--- config.mk ---
export PLATFORM = sky130hd
export DESIGN_NAME = saw_phase_acc
export DESIGN_NICKNAME = d
export VERILOG_FILES = /design/src/rtl/synth_pkg.sv /design/src/rtl/nco_glide_slew.sv /design/src/rtl/saw_phase_acc.sv
export SDC_FILE = /design/constraint.sdc
export NUM_CORES = 1
export LEC_CHECK = 0
export CAP_MARGIN = 30
export CORE_MARGIN = 2
export CORE_UTILIZATION = 50
export CTS_CLUSTER_DIAMETER = 40
export DETAILED_ROUTE_END_ITERATION = 8
export GPL_ROUTABILITY_DRIVEN = 0
export PLACE_DENSITY = 0.76
export SLEW_MARGIN = 20
export SYNTH_ARGS = -nofsm -noshare
export SYNTH_HDL_FRONTEND = slang
export SYNTH_HIERARCHICAL = 1
export SYNTH_SLANG_ARGS = --single-unit
--- constraint.sdc ---
create_clock -name clk -period 17.55 [get_ports clk]
set_clock_uncertainty 0.1 [all_clocks]
set_input_delay 1.755 -clock clk [delete_from_list [all_inputs] [get_ports clk]]
set_output_delay 1.755 -clock clk [all_outputs]
set_load 0.01 [all_outputs]
--- src/rtl/synth_pkg.sv ---
// Shared types and default widths for the oscillator blocks.
package synth_pkg;

    localparam int ACC_W = 32;
    localparam int OUT_W = 16;

    typedef enum logic [1:0] {
        IDLE,
        RUN,
        GLIDE
    } nco_state_t;

endpackage

--- src/rtl/nco_glide_slew.sv ---
// Computes the next increment for an exponential glide toward the target tuning word.
module nco_glide_slew
    import synth_pkg::*;
#(
    parameter int ACC_W       = synth_pkg::ACC_W,
    parameter int GLIDE_SHIFT = 6
) (
    input  logic [ACC_W-1:0] inc,
    input  logic [ACC_W-1:0] target,
    output logic [ACC_W-1:0] inc_next
);

    logic signed [ACC_W:0] diff;
    logic signed [ACC_W:0] step;

    // The extra sign bit keeps the full unsigned range. A step of zero snaps to target.
    // Because the step is a shifted copy of diff, it can never exceed diff, so the
    // increment cannot overshoot the target.
    always_comb begin
        diff     = $signed({1'b0, target}) - $signed({1'b0, inc});
        step     = diff >>> GLIDE_SHIFT;
        inc_next = (step == '0) ? target : inc + step[ACC_W-1:0];
    end

endmodule

--- src/rtl/saw_phase_acc.sv ---
// Phase-accumulator NCO: sawtooth phase word, glide, hard sync and wrap pulse.
module saw_phase_acc
    import synth_pkg::*;
#(
    parameter int ACC_W       = synth_pkg::ACC_W,
    parameter int OUT_W       = synth_pkg::OUT_W,
    parameter int GLIDE_SHIFT = 6
) (
    input  logic             clk,
    input  logic             rst_n,
    input  logic             locked,
    input  logic             tick,
    input  logic             sync,
    input  logic             glide_en,
    input  logic [ACC_W-1:0] ftw,
    input  logic             ftw_valid,
    output logic             ftw_ready,
    output logic [OUT_W-1:0] saw,
    output logic             wrap
);

    nco_state_t       state, state_next;
    logic [ACC_W-1:0] acc, inc, target, inc_next;
    logic [ACC_W:0]   sum;
    logic             active, accept;

    nco_glide_slew #(
        .ACC_W      (ACC_W),
        .GLIDE_SHIFT(GLIDE_SHIFT)
    ) u_slew (
        .inc     (inc),
        .target  (target),
        .inc_next(inc_next)
    );

    // NOTE: every signal written here gets a default first, so no path can infer a latch.
    always_comb begin
        state_next = state;
        ftw_ready  = 1'b0;
        active     = locked && (state != IDLE);
        sum        = {1'b0, acc} + {1'b0, inc};
        case (state)
            IDLE:  state_next = (inc == target) ? RUN : GLIDE;
            RUN:   ftw_ready  = locked;
            GLIDE: if (tick && inc_next == target) state_next = RUN;
            default: state_next = IDLE;
        endcase
        accept = ftw_valid && ftw_ready;
        if (accept && glide_en && ftw != inc) state_next = GLIDE;
        if (!locked) state_next = IDLE;
    end

    // NOTE: state uses non-blocking assignments so every register samples pre-edge values;
    // the accumulator therefore always sees the increment from before this edge's update.
    always_ff @(posedge clk or negedge rst_n) begin
        if (!rst_n) begin
            state  <= IDLE;
            acc    <= '0;
            inc    <= '0;
            target <= '0;
            saw    <= '0;
            wrap   <= 1'b0;
        end else begin
            state <= state_next;
            wrap  <= 1'b0;
            if (accept) begin
                target <= ftw;
                if (!glide_en) inc <= ftw;
            end
            if (active && tick) begin
                if (state == GLIDE) inc <= inc_next;
                if (sync) begin
                    acc <= '0;
                    saw <= '0;
                end else begin
                    acc  <= sum[ACC_W-1:0];
                    saw  <= sum[ACC_W-1 -: OUT_W];
                    wrap <= sum[ACC_W];
                end
            end
        end
    end

endmodule
==> results of run 1 <==
worst min path at each step:
stage / to / slack [ps] / cells past startpoint
finish: acc[10]$_DFFE_PN0P_ / 390 / 2
CTS: acc[10]$_DFFE_PN0P_ / 390 / 2
floorplan: acc[2]$_DFFE_PN0P_ / 350 / 2
global placement: acc[0]$_DFFE_PN0P_ / 370 / 2
global route: acc[10]$_DFFE_PN0P_ / 420 / 2
detailed placement: acc[6]$_DFFE_PN0P_ / 380 / 2
flip-flops by register name (all words and copies together), names as in the netlist:
signal / flops
state: 2
target: 32
acc: 16
wrap: 1
saw: 16
inc: 32
layer usage:
layer | GRT usage (%) | up-vias | share of wire [%]
li1 | - | 4523 | -
met1 | 37.9 | 4670 | 44
met2 | 44.0 | 426 | 45
met3 | 5.18 | 69 | 8.0
met4 | 7.99 | 0 | 3.0
met5 | 0 | - | 0
cells by family after synthesis:
logic type,share of synthesized area [%]
AOI/OAI and AO/OA,21.5
adders and majority gates,11.3
DFF,23.0
buffers and inverters,4.92
muxes,11.1
and+or+nand+nor,15.3
xor gates and xnor gates,12.9
synth_stat cells (30+ instances only):
cell type  instances
a21o_1            35
a21oi_1          112
dfrtp_1           99
ha_1              94
inv_1             57
mux2_2            36
mux2i_1           35
nand2_1           68
nand3_1           30
nand4_1           37
nor2_1            94
o21ai_0           46
xnor2_1           97
xor2_1            62
worst reg2reg max path: stages, from the launching register on:
cell	delay [ps]
dfrtp_1	530
inv_1	80
ha_1	380
and4_1	220
and4_1	220
a21o_1	220
o21ai_1	300
o2111ai_1	220
a311o_1	420
and2_1	170
ha_1	390
nand4_1	140
nor2_1	50
a2111oi_0	630
nor2b_1	150
o31ai_1	490
a211oi_1	220
o22ai_1	200
xnor2_1	90
mux2_4	290
xnor2_1	370
nand4_1	240
nor4_1	370
nand4_1	120
or4_1	560
a211oi_1	260
o21a_1	140
placed cells by master, fill, tap and decap left out, types with 6 or more instances in the layout:
cell               n
a211oi_1          11
a21o_1            35
a21oi_1          112
a22o_1            21
a31oi_1           12
and2_1             7
and3_1             6
buf_4              7
clkbuf_16          9
clkdlybuf4s50_1   55
dfrtp_1           99
ha_1              94
inv_1             57
mux2_2            36
mux2_4            29
mux2i_1           35
nand2_1           67
nand2b_1           8
nand3_1           30
nand4_1           37
nor2_1            92
nor2b_1            9
nor3_1            11
nor4_1            16
o211ai_1          10
o21a_1             9
o21ai_0           46
o31ai_1           10
or3_1              9
xnor2_1           97
xor2_1            62
cell type report:
cell class	instances	area, um2
timing repair buffer	62	603
multi-input combinational	1013	7770
sequential	99	2480
inverter	57	214
clock buffer	12	256
fill	1898	9370
tap	275	344
antenna	1	2.50
clock inverter	3	47.5
through the flow:
stage | setup WS (ps) | std cells | utilization (%)
3_3_place_gp | 10330 | 1506 | 54.1
2_1_floorplan | 11590 | 1227 | -
6_report | 9930 | 1522 | 55.5
5_1_grt | 9490 | 1521 | 55.5
3_5_place_dp | 10220 | 1506 | 54.1
4_1_cts | 10150 | 1521 | 55.5
==> flow_metrics.tcl, run 1 <==
set metrics [dict create \
    drc 0 \
    worstPathArrival_ps 7800 \
    period_needed_ps 7620 \
    synth_largest_area_cell "dfrtp_1" \
    cts_max_path_buffers 2 \
    cts_hold_buf 0 \
    synth_cell_types 88 \
    relSlewSlack_pct 37.3 \
    yosys_warnings 6 \
    clock-sinks 99 \
    die_height_um 151 \
    clk-insertion-delay-late_ps 350 \
    crit_top_cell "nand4_1" \
    design_area_um2 11700 \
    routed_via_density 6.37 \
    cts-root-buf "clkbuf_16" \
    routed_wirelength_um 31500 \
    critical_path_buf_inv_count 1 \
    cp.depth 26 \
    netlist_area_um2 10800 \
    period_share_pct 43.4 \
    start_util_pct 51.0 \
    hp-class "reg2reg" \
    ff2ff_setup_slack_ps 9930 \
    cp-start-kind "flip-flop" \
    worst_hold_slack_ps 390 \
    synth.avg_cell_area_um2 8.77 \
    cp-endpoint "state[0]$_DFFE_PN0P_" \
    ant_nets 0 \
    synth.top_cell.area_share_pct 23.0 \
    crit_fanout 8 \
    r2r-start "inc[6]$_DFF_PN0_" \
    slew_violations 0 \
    status "finished clean" \
    drive_above_1_share_pct 8.91 \
    grt_pass1_vias 8912 \
    drt_iter0_drc 924 \
    hold_violations 0 \
    firstDrtPassIters 5 \
    io_buffers 56 \
    slowest_delay_ps 630 \
    synth_edf_count 0 \
    hold_start "acc[10]$_DFFE_PN0P_" \
    numCtsBuffers 9 \
    nets 1377 \
    cpMaxStageDelayCell "a2111oi_0" \
    cts_tree "done" \
    rr_endpoint "state[0]$_DFFE_PN0P_" \
    crit_required_ps 17730 \
    ys.flop_type "dfrtp_1" \
    grtUsageTotal_pct 27.5 \
    placed_area_um2 11400 \
    post_drt_wl_per_cell_um 20.7 \
    ys_seq_area_share_pct 23.0 \
    max_cap_viol_count 0 \
    setup_tns_ps 0 \
    rows 53 \
    startpoint "inc[6]$_DFF_PN0_" \
    core-area_um2 21100 \
    critPathKind "reg2reg" \
    grt_first_pass_wirelength_um 48400 \
    pin_count 57 \
    ys_ff_latch 99 \
    r2r_cells 26 \
    worst_pin_slew_ps 939 \
    vias 9688 \
    cp_top_family "compound AO/OA/AOI/OAI gates" \
    grt_overflow 0 \
    end_kind "flip-flop" \
    fp.dieW_um 151 \
    postCtsSetupRepairBufs 0 \
    area_delta_synth_final_pct 8.83 \
    synth_nets 1362 \
    grt_max_degree 62 \
    cts_resized 0 \
    cts_max_level 3 \
    die_area_um2 22700 \
    synth.area.top_cells "dfrtp_1 (23%), ha_1 (11%), xnor2_1 (7.9%), a21oi_1 (5.2%), xor2_1 (5.0%)" \
    synth_cells 1227 \
    clkTransAtPathRegs_ps 70 \
    dp_hpwl_um 24500 \
    finalSetupViolCount 0 \
    ys_async_sr_fraction_pct 100 \
    fmax_mhz 131 \
    rsz0062_at_grt "false" \
    antenna_found_initial 1 \
]
Power of run 1 is not shown: default switching activity piles up to over one toggle a cycle in this logic, so the estimate is an artifact.
==> run 2, diff against run 1 <==
==> constraint.sdc (replaced) <==
create_clock -name clk -period 7.6 [get_ports clk]
set_clock_uncertainty 0.1 [all_clocks]
set_input_delay 0.76 -clock clk [delete_from_list [all_inputs] [get_ports clk]]
set_output_delay 0.76 -clock clk [all_outputs]
set_load 0.01 [all_outputs]
==> flow_metrics.tcl, run 2 (synthesized netlist as in run 1, its figures left out) <==
set metrics [dict create \
    status "finished clean" \
    fmax_mhz 138 \
    pin_count 57 \
    routed_wirelength_um 31600 \
    crit_top_cell "nand4_1" \
    cts_max_level 3 \
    antenna_found_initial 1 \
    antenna_cells 0 \
    ant_nets 0 \
    grt_max_degree 62 \
    postCtsSetupRepairBufs 0 \
    post_drt_wl_per_cell_um 20.7 \
    layout_common_cells "a21oi_1 (112), dfrtp_1 (99), xnor2_1 (97), ha_1 (94), nor2_1 (92)" \
    area_delta_synth_final_pct 8.66 \
    setup_slack_ps 340 \
    start_util_pct 51.0 \
    clk-insertion-delay-late_ps 350 \
    multi_input_area_um2 7780 \
    setup_tns_ps 0 \
    die_area_um2 22700 \
    drc 0 \
    end_kind "flip-flop" \
    relSlewSlack_pct 43.6 \
    rows 53 \
    drt_iter0_drc 900 \
    reg.largest.list "inc: 32 flops, target: 32 flops" \
    rsz0062_at_grt "false" \
    slew_violations 0 \
    fp.dieW_um 151 \
    cts_tree "done" \
    cts-root-buf "clkbuf_16" \
    die_height_um 151 \
    clkTransAtPathRegs_ps 70 \
    grt_overflow 0 \
    grtUsageTotal_pct 27.9 \
    finalSetupViolCount 0 \
    cp_top_family "compound AO/OA/AOI/OAI gates" \
    critical_path_buf_inv_count 1 \
    max_cap_viol_count 0 \
    firstDrtPassIters 6 \
    slowest_delay_ps 570 \
    dp_hpwl_um 24600 \
    cts_max_path_buffers 2 \
    seqCellArea_um2 2480 \
    critPathKind "reg2reg" \
    hold_violations 0 \
    hp-class "in2async" \
    worstPathArrival_ps 7460 \
    cp-start-kind "flip-flop" \
    grt_pass1_vias 8919 \
    crit_required_ps 7800 \
    nets 1378 \
    crit_fanout 10 \
    final_common_cell "a21oi_1" \
    dp_slack_ps 262 \
    fillers 1909 \
    clock-sinks 99 \
    core-area_um2 21100 \
    vias 9648 \
    period_needed_ps 7260 \
    grt_first_pass_wirelength_um 49000 \
    numCtsBuffers 9 \
    period_share_pct 95.5 \
    routed_via_density 6.33 \
    worst_pin_slew_ps 846 \
    drive_above_1_share_pct 9.21 \
    io_buffers 56 \
    cpMaxStageDelayCell "or4_1" \
]
-- run 2: changes by cell type in the layout (fill, tap and decap cells not counted), sizes merged --
cell and change:
clkinvlp +1, inv +2, buf +1, bufinv -1, diode -1, clkbuf -2
clkinv +1
-- run 2: cell type report --
cell class              count  area share, %
clock buffers              10           1.96
clock inverters             6          0.342
inverters                  57           1.83
multi-input cells        1013           66.5
flip-flops and latches     99           21.2
well taps                 275           2.94
repair buffers             63           5.22
-- run 2: repair_timing --
item,4_1_cts,5_1_grt
endpoints found under the setup margin,0,2
gates resized for setup,0,4
hold buffers,0,0
-- run 2: per-stage QoR --
| stage | hold WS, ps | utilization [%] | cell area [um2] | instances |
|---|---|---|---|---|
| 6_report | 267 | 55.5 | 11700 | 1523 |
| 5_1_grt | 304 | 55.5 | 11700 | 1523 |
| 4_1_cts | 290 | 55.4 | 11700 | 1523 |
| 3_5_place_dp | 373 | 54.1 | 11400 | 1507 |
| 3_3_place_gp | 372 | 54.1 | 11400 | 1507 |
| 2_1_floorplan | 350 | - | 10800 | 1227 |
-- run 2: worst paths after layout --
check	start	to	slack, ps	cells after the start
setup / recovery	inc[11]$_DFF_PN0_	state[0]$_DFFE_PN0P_	340	26
hold / removal	rst_n	acc[0]$_DFFE_PN0P_	270	1
setup reg to reg	inc[11]$_DFF_PN0_	state[0]$_DFFE_PN0P_	340	26
hold reg to reg	acc[10]$_DFFE_PN0P_	acc[10]$_DFFE_PN0P_	390	2
max in group asynchronous	rst_n	inc[20]$_DFF_PN0_	5880	2
min in group clk	acc[10]$_DFFE_PN0P_	acc[10]$_DFFE_PN0P_	390	2
-- run 2: metal layers --
layer	part of all wire [%]	GRT usage (%)
met1	44	38.8
met2	46	44.7
met3	8.4	5.70
met4	2.0	6.12
met5	0	0
Power of run 2 is left out for the same reason.
